--- config.mk ---
export PLATFORM = sky130hd
export DESIGN_NAME = led_request_scheduler
export DESIGN_NICKNAME = d
export VERILOG_FILES = /design/src/rtl/led_request_scheduler.sv
export SDC_FILE = /design/constraint.sdc
export NUM_CORES = 1
export LEC_CHECK = 0
export ABC_AREA = 1
export ABC_CLOCK_PERIOD_IN_PS = 3700
export CAP_MARGIN = 10
export CORE_ASPECT_RATIO = 0.8
export CORE_MARGIN = 3
export CORE_UTILIZATION = 30
export DETAILED_ROUTE_END_ITERATION = 6
export MAX_ROUTING_LAYER = met4
export PLACE_DENSITY = 0.58
export SLEW_MARGIN = 20
export SYNTH_ARGS = -nofsm -noshare
export SYNTH_HDL_FRONTEND = slang
export SYNTH_SLANG_ARGS = --single-unit
export TNS_END_PERCENT = 100
--- constraint.sdc ---
create_clock -name clk -period 3.7 [get_ports clk]
set_input_delay 0.555 -clock clk [delete_from_list [all_inputs] [get_ports clk]]
set_output_delay 0.555 -clock clk [all_outputs]
set_load 0.005 [all_outputs]
--- src/rtl/led_request_scheduler.sv ---
// ============================================================================
// Module      : led_request_scheduler
// Description : Round-robin sharing of a 3-bit LED bank between NREQ
//               requesters; each grant shows a pattern for N prescaler ticks.
// Revision    : 1.0 - initial release
// ============================================================================
`default_nettype none

module led_request_scheduler #(
  parameter int T         = 1000000,
  parameter int NREQ      = 4,
  parameter int DW        = 8,
  parameter int GAP_TICKS = 1
) (
  input  logic              clk,
  input  logic              resetn,
  input  logic [NREQ-1:0]   req_valid,
  input  logic [3*NREQ-1:0] req_pattern,
  input  logic [DW*NREQ-1:0] req_ticks,
  output logic [NREQ-1:0]   req_ready,
  output logic [2:0]        led,
  output logic              busy,
  output logic [1:0]        grant_id
);

  typedef enum logic [1:0] {
    S_IDLE = 2'd0,
    S_SHOW = 2'd1,
    S_GAP  = 2'd2
  } state_t;

  localparam logic [31:0] c_presc_last = 32'(T);
  localparam logic [31:0] c_gap_last   = (GAP_TICKS > 0) ? 32'(GAP_TICKS - 1) : 32'd0;

  state_t          r_state;
  state_t          w_state_nxt;
  logic [31:0]     r_presc;
  logic [31:0]     r_gap;
  logic [2:0]      r_pattern;
  logic [DW-1:0]   r_rem;
  logic [1:0]      r_grant_id;
  logic [1:0]      r_ptr;

  logic            w_tick;
  logic            w_found;
  logic            w_accept;
  logic [1:0]      w_win;
  logic [1:0]      w_ptr_nxt;
  logic [2:0]      w_slot;
  logic [3:0]      w_valid_pad;
  logic [3:0]      w_ready_pad;
  logic [11:0]     w_pat_pad;
  logic [4*DW-1:0] w_ticks_pad;
  logic [2:0]      w_pat;
  logic [DW-1:0]   w_ticks;

  assign w_tick = (r_presc == c_presc_last);

  always_ff @(posedge clk) begin
    if (!resetn) begin
      r_presc <= '0;
    end else if (w_tick) begin
      r_presc <= '0;
    end else begin
      r_presc <= r_presc + 32'd1;
    end
  end

  // Request vectors are padded to four lanes so lane indices are always 2 bits.
  assign w_valid_pad = 4'(req_valid);
  assign w_pat_pad   = 12'(req_pattern);
  assign w_ticks_pad = (4*DW)'(req_ticks);

  always_comb begin
    w_found = 1'b0;
    w_win   = 2'd0;
    w_slot  = 3'd0;
    for (int k = 0; k < NREQ; k++) begin
      w_slot = {1'b0, r_ptr} + 3'(k);
      if (w_slot >= 3'(NREQ)) begin
        w_slot = w_slot - 3'(NREQ);
      end
      if (!w_found && w_valid_pad[w_slot[1:0]]) begin
        w_found = 1'b1;
        w_win   = w_slot[1:0];
      end
    end
  end

  assign w_accept  = resetn && (r_state == S_IDLE) && w_found;
  assign w_pat     = w_pat_pad[3*w_win +: 3];
  assign w_ticks   = w_ticks_pad[DW*w_win +: DW];
  assign w_ptr_nxt = (w_win == 2'(NREQ - 1)) ? 2'd0 : w_win + 2'd1;

  always_comb begin
    w_ready_pad = 4'b0000;
    if (w_accept) begin
      w_ready_pad[w_win] = 1'b1;
    end
  end

  always_comb begin
    w_state_nxt = r_state;
    case (r_state)
      S_IDLE: if (w_accept) w_state_nxt = S_SHOW;
      S_SHOW: if (w_tick && r_rem == DW'(1)) w_state_nxt = (GAP_TICKS > 0) ? S_GAP : S_IDLE;
      S_GAP:  if (w_tick && r_gap == c_gap_last) w_state_nxt = S_IDLE;
      default: w_state_nxt = S_IDLE;
    endcase
  end

  always_ff @(posedge clk) begin
    if (!resetn) begin
      r_state    <= S_IDLE;
      r_gap      <= '0;
      r_pattern  <= '0;
      r_rem      <= '0;
      r_grant_id <= '0;
      r_ptr      <= '0;
    end else begin
      r_state <= w_state_nxt;
      if (w_accept) begin
        r_pattern  <= w_pat;
        r_rem      <= (w_ticks == '0) ? DW'(1) : w_ticks;
        r_grant_id <= w_win;
        r_ptr      <= w_ptr_nxt;
      end
      // Gap counter is cleared throughout SHOW so every gap starts from zero.
      if (r_state == S_SHOW) begin
        r_gap <= '0;
        if (w_tick) begin
          r_rem <= r_rem - DW'(1);
        end
      end
      if (r_state == S_GAP && w_tick) begin
        r_gap <= r_gap + 32'd1;
      end
    end
  end

  assign req_ready = w_ready_pad[NREQ-1:0];
  assign led       = (r_state == S_SHOW) ? r_pattern : 3'b000;
  assign busy      = (r_state != S_IDLE);
  assign grant_id  = r_grant_id;

endmodule

`default_nettype wire

# Word-level counts from Yosys, hierarchy flattened
# Cells that the tools add are included.
[word_totals] register_bits=81 elab_cells=94 input_bits=50
[classes] bitwise=1 order_cmp=10 n_mux=35 n_mul=1 reduce_logical=19 add_sub_neg=11 shift=2 eq_ne=8
[ops] op="$add A32 B1 Y32 const B" count=2
[ops] op="$mux W32" count=2
[ops] op="$eq A32 B20 Y1 const B" count=1
[ops] op="$logic_not A32 Y1" count=1
[ops] op="$mux W8" count=4
[ops] op="$shiftx A32 B6 Y8" count=1
[ops] op="$mux W2" count=12
[ops] op="$lt A2 B3 Y1 const B" count=5
[ops] op="$shiftx A12 B5 Y3" count=1
[ops] op="$ge A3 B3 Y1 const B" count=3
[ops] op="$logic_and A1 B1 Y1" count=9
[ops] op="$mux W1" count=9
[ops] op="$bmux W1 S2" count=4
[ops] op="$eq A8 B1 Y1 const B" count=1
[ops] op="$logic_not A8 Y1" count=1
[ops] op="$sub A2 B1 Y2 const B" count=4
[ops] op="$sub A8 B1 Y8 const B" count=1
[ops] op="$add A2 B2 Y3 const B" count=2
[ops] op="$ne A2 B2 Y1 const B" count=3
[ops] op="$pmux W2 S3" count=1
[ops] op="$eq A2 B2 Y1 const B" count=2
[ops] op="$mul A2 B2 Y4 const A" count=1
[ops] op="$mux W4" count=1
[ops] op="$reduce_bool A2 Y1" count=2
[ops] op="other kinds (12)" count=14

# Depth between registers and ports, before layout
[logic_depth] word_depth=20 mapped_depth=19 depth_no_buf=19

# Worst setup path after synthesis
# Ideal clock, no wire load.
[synth_path] path_type="input-to-output" from="in req_valid[1]" to="out req_ready[1]" slack_ps=1476 required_time_ps=3145 path_stages=12 arrival_ps=1669 cell_sequence="inv_1 > nand2_1 > nand3_1 > nand2_2 > nor2_4 > nand3_2 > nand3_4 > inv_2 > buf_6 > ha_1 > inv_1 > nor2_1"
[synth_via] elab_chain_len=17 word_cells_on_any_way=29
[synth_rtl] element="start, declared" line="17" source="input logic [NREQ-1:0] req_valid,"
[synth_rtl] element="$bmux W1 S2" line="83" source="if (!w_found && w_valid_pad[w_slot[1:0]]) begin"
[synth_rtl] element="$mux W1 (implied by the code)" line="83"
[synth_rtl] element="$mux W1" line="83"
[synth_rtl] element="$logic_not A1 Y1" line="83"
[synth_rtl] element="$logic_and A1 B1 Y1" line="83"
[synth_rtl] element="$mux W1" line="83"
[synth_rtl] element="$logic_not A1 Y1" line="83"
[synth_rtl] element="$logic_and A1 B1 Y1" line="83"
[synth_rtl] element="[... 2 more ...]"
[synth_rtl] element="$logic_and A1 B1 Y1" line="83"
[synth_rtl] element="$mux W2 *" line="83"
[synth_rtl] element="via w_win[0]" line="47" source="logic [1:0] w_win;"
[synth_rtl] element="$lt A2 B3 Y1 (implied by the code) or $ge A2 B1 Y1 (tied branches)" line="98" source="w_ready_pad[w_win] = 1'b1;"
[synth_rtl] element="$logic_and A1 B1 Y1 (implied by the code)" line="98"
[synth_rtl] element="$mux W1 (implied by the code)" line="98"
[synth_rtl] element="$demux W1 S2 *" line="98"
[synth_rtl] element="$mux W4 *" line="97" source="if (w_accept) begin"
[synth_rtl] element="end, declared" line="20" source="output logic [NREQ-1:0] req_ready,"
# Mark *: on every way through the listed nets, which the timed path passes. The rest lies on a longest branch. The select of a mux whose other input is x is not followed.

# Worst setup path in the final report
[layout_path] from="reg r_ptr[0]" to="out req_ready[3]"
[layout_via] elab_chain_len=19 word_cells_on_any_way=44
[layout_rtl] element="start, declared" line="42" source="logic [1:0] r_ptr;"
[layout_rtl] element="start signal, assigned" line="126" source="r_ptr <= w_ptr_nxt;"
[layout_rtl] element="branches (longest 13 deep; another with $add A2 B1 Y3)"
[layout_rtl] element="$mux W2 *" line="83"
[layout_rtl] element="via w_win[1]" line="47"
[layout_rtl] element="$lt A2 B3 Y1 (implied by the code) or $ge A2 B1 Y1 (tied branches)" line="98"
[layout_rtl] element="$logic_and A1 B1 Y1 (implied by the code)" line="98"
[layout_rtl] element="$mux W1 (implied by the code)" line="98"
[layout_rtl] element="$demux W1 S2 *" line="98"
[layout_rtl] element="$mux W4 *" line="97"
# Mark *: on every way through the listed nets, which the timed path passes. The select of a mux whose other input is x is not followed.

==> out/metrics.yaml <==
clock_network:
  cts_root_buffer: "clkbuf_16"
  cts_max_level: 3
  clk_latency_ns: 0.34
  cts_setup_buffers: 0
  numClockSinks: 81
  cts_buffer_depth: 2
  path_clk_slew_ns: 0.07
  holdBufCountCts: 0
  cts_tree: "built"
  cts_resized: 0
  cts_buffers: 9
yosys:
  synth_cell_types: 45
  synth_edf_count: 0
  synth.most_common_cell: "nand2_1"
  ys.flop_type: "dfxtp_1"
  synth_area_leaders: "dfxtp_1, nand2_1, inv_1"
  synth_common_cells: "nand2_1, inv_1, dfxtp_1"
  synth_cells: 823
  avgSynthCellArea_um2: 6.32
  synth_seq_cells: 81
  syn_nets: 883
  synth.yosys.seq_area_share: 0.312
  synth_top_area_cell: "dfxtp_1"
  yosysWarnings: 0
  synth_top_area_share: 0.312
  ys_async_sr_fraction: 0
  netlist_area_um2: 5200
route:
  vias_per_cell: 4.80
  wl_per_cell_um: 12.5
  wl_um: 13900
  drc: 0
  first_pass_iters: 4
  ant_nets: 0
  drt-initial-drc-count: 395
  vias: 5315
finish:
  nFillCells: 1762
  drive_above_1_share: 0.0620
  fin_area_um2: 6330
  ff_latch_area_um2: 1620
  antenna_cells: 0
  multi_input_area_um2: 2920
  nets: 942
  area.growth.synth_to_final_pct: 21.7
global_route:
  grt_pass1_vias: 4754
  antenna_found_initial: 0
  grt_pass1_wl_um: 23800
  gr-total-overflow: 0
  track_usage: 0.155
  grt_start_max_net_pins: 31
sta:
  slew_violations: 0
  setup_tns_ns: 0
  worst_slew_margin_rel: 0.523
  tightest_slew_ns: 0.715
  period_share: 0.914
  rsz0062_at_grt: "false"
  setup_violations: 0
  finalClockSkew_ns: 0.0117
  fin_crit_ns: 3.38
  hold_viol: 0
  fmax_mhz: 296
  whs_ns: 0.476
floorplan:
  io_pins: 60
  rows: 42
  die_h_um: 124
  core_area_um2: 16800
  initial_utilization: 0.310
  die-width_um: 153
  dieArea_um2: 19000
setup_path:
  end_kind: "output pin"
  start_kind: "flop"
  startpoint: "r_ptr[0]"
  worstPathRequired_ns: 3.14
  reg2reg_from: "r_ptr[0]"
  path_class: "flop to output pin"
  cp_max_fo: 11
  cp.arrival_ns: 2.83
run_status:
  status: "finished clean"
place:
  place_hpwl_um: 10200
  placed_cell_area_um2: 6030
  io_buffers: 59
  gp_congestion: 0.888
flow_run:
  maxCapViolCount: 0
min_path:
  min-delay-start: "r_presc[0]"
  hold_class: "flop to flop"
pwr:
  p_leak_uw: 0.00244
  p_total_uw: 3890
  cellPowerDensity_nw_per_um2: 614
  ir_drop_mv: 0.244
==> where the power goes <==
part / internal, uW / leakage, uW / switching, uW
Clock: 546 / 0.000146 / 374
Sequential: 961 / 0.000656 / 82.4
Combinational: 716 / 0.00163 / 1210
==> kinds of logic after synthesis <==
group,synth area share
xor gates and xnor gates,0.0185
buffers and inverters,0.128
DFF,0.312
AOI/OAI and AO/OA,0.132
and+or+nand+nor,0.386
adders and majority gates,0.0240
==> state kept, by name, summed over array words and instances, names as in the netlist <==
name and flops:
r_gap 32, r_presc 32, r_rem 8, r_pattern 3, grant_id 2, r_ptr 2
r_state 2
==> area by class of cell <==
cell class                      count  area share
Timing Repair Buffer               70       0.106
Sequential cell                    81       0.256
Inverter                          144      0.0853
Tap cell                          220      0.0435
Clock inverter                      5      0.0101
Clock buffer                       11      0.0383
Multi-Input combinational cell    576       0.461
==> routing by layer <==
metal  up-vias  share of wire  global-route usage
li1       2814              -                   -
met1      2345           0.55               0.232
met2       145           0.38               0.213
met3        11          0.060              0.0351
met4         0         0.0089              0.0301
met5         -              0                   -
==> per-stage QoR <==
step / setup WS (ns) / util / instances
after floorplan: 1.48 / - / 823
after global placement: 0.340 / 0.360 / 1091
after detailed placement: 0.329 / 0.360 / 1091
after CTS: 0.264 / 0.378 / 1107
after global routing: 0.0276 / 0.378 / 1107
final: 0.317 / 0.378 / 1107
==> critical path, stage by stage (launching register included) <==
cell and delay (ns):
dfxtp_1 0.54, inv_2 0.16, nand2_1 0.10, nand2_2 0.09, nand2_1 0.09, nand2_1 0.08, nor2_4 0.12, nand3_1 0.08
nand3_1 0.07, nand2_1 0.13, inv_2 0.19, ha_1 0.18, inv_1 0.04, nor2_1 0.11, clkdlybuf4s50_1 0.52
==> worst paths after layout <==
kind | to | slack [ns] | depth (start not counted)
worst max-delay path | req_ready[3] | 0.32 | 14
worst min-delay path | r_presc[0] | 0.48 | 1
worst max register to register | r_state[1] | 0.82 | 13
worst min register to register | r_presc[0] | 0.48 | 1
==> layout by cell type, fill, tap and decap left out, drive strengths merged <==
master / n
nor4: 19
o21ai: 39
clkdlybuf4s50: 59
a31oi: 1
o211ai: 2
xor2: 8
nor4b: 1
nand4: 35
nor3b: 3
or2: 3
clkbuf: 11
clkinv: 3
ha: 10
nor2: 84
xnor2: 3
nor3: 32
nand3: 52
o311a: 1
or3: 1
buf: 11
o31ai: 1
inv: 144
bufinv: 1
o211a: 1
a311oi: 2
a21oi: 59
o22ai: 3
dfxtp: 81
clkinvlp: 1
and3: 1
nand2: 202
a221oi: 8
a211oi: 5
(Power assumes the default switching activity.)
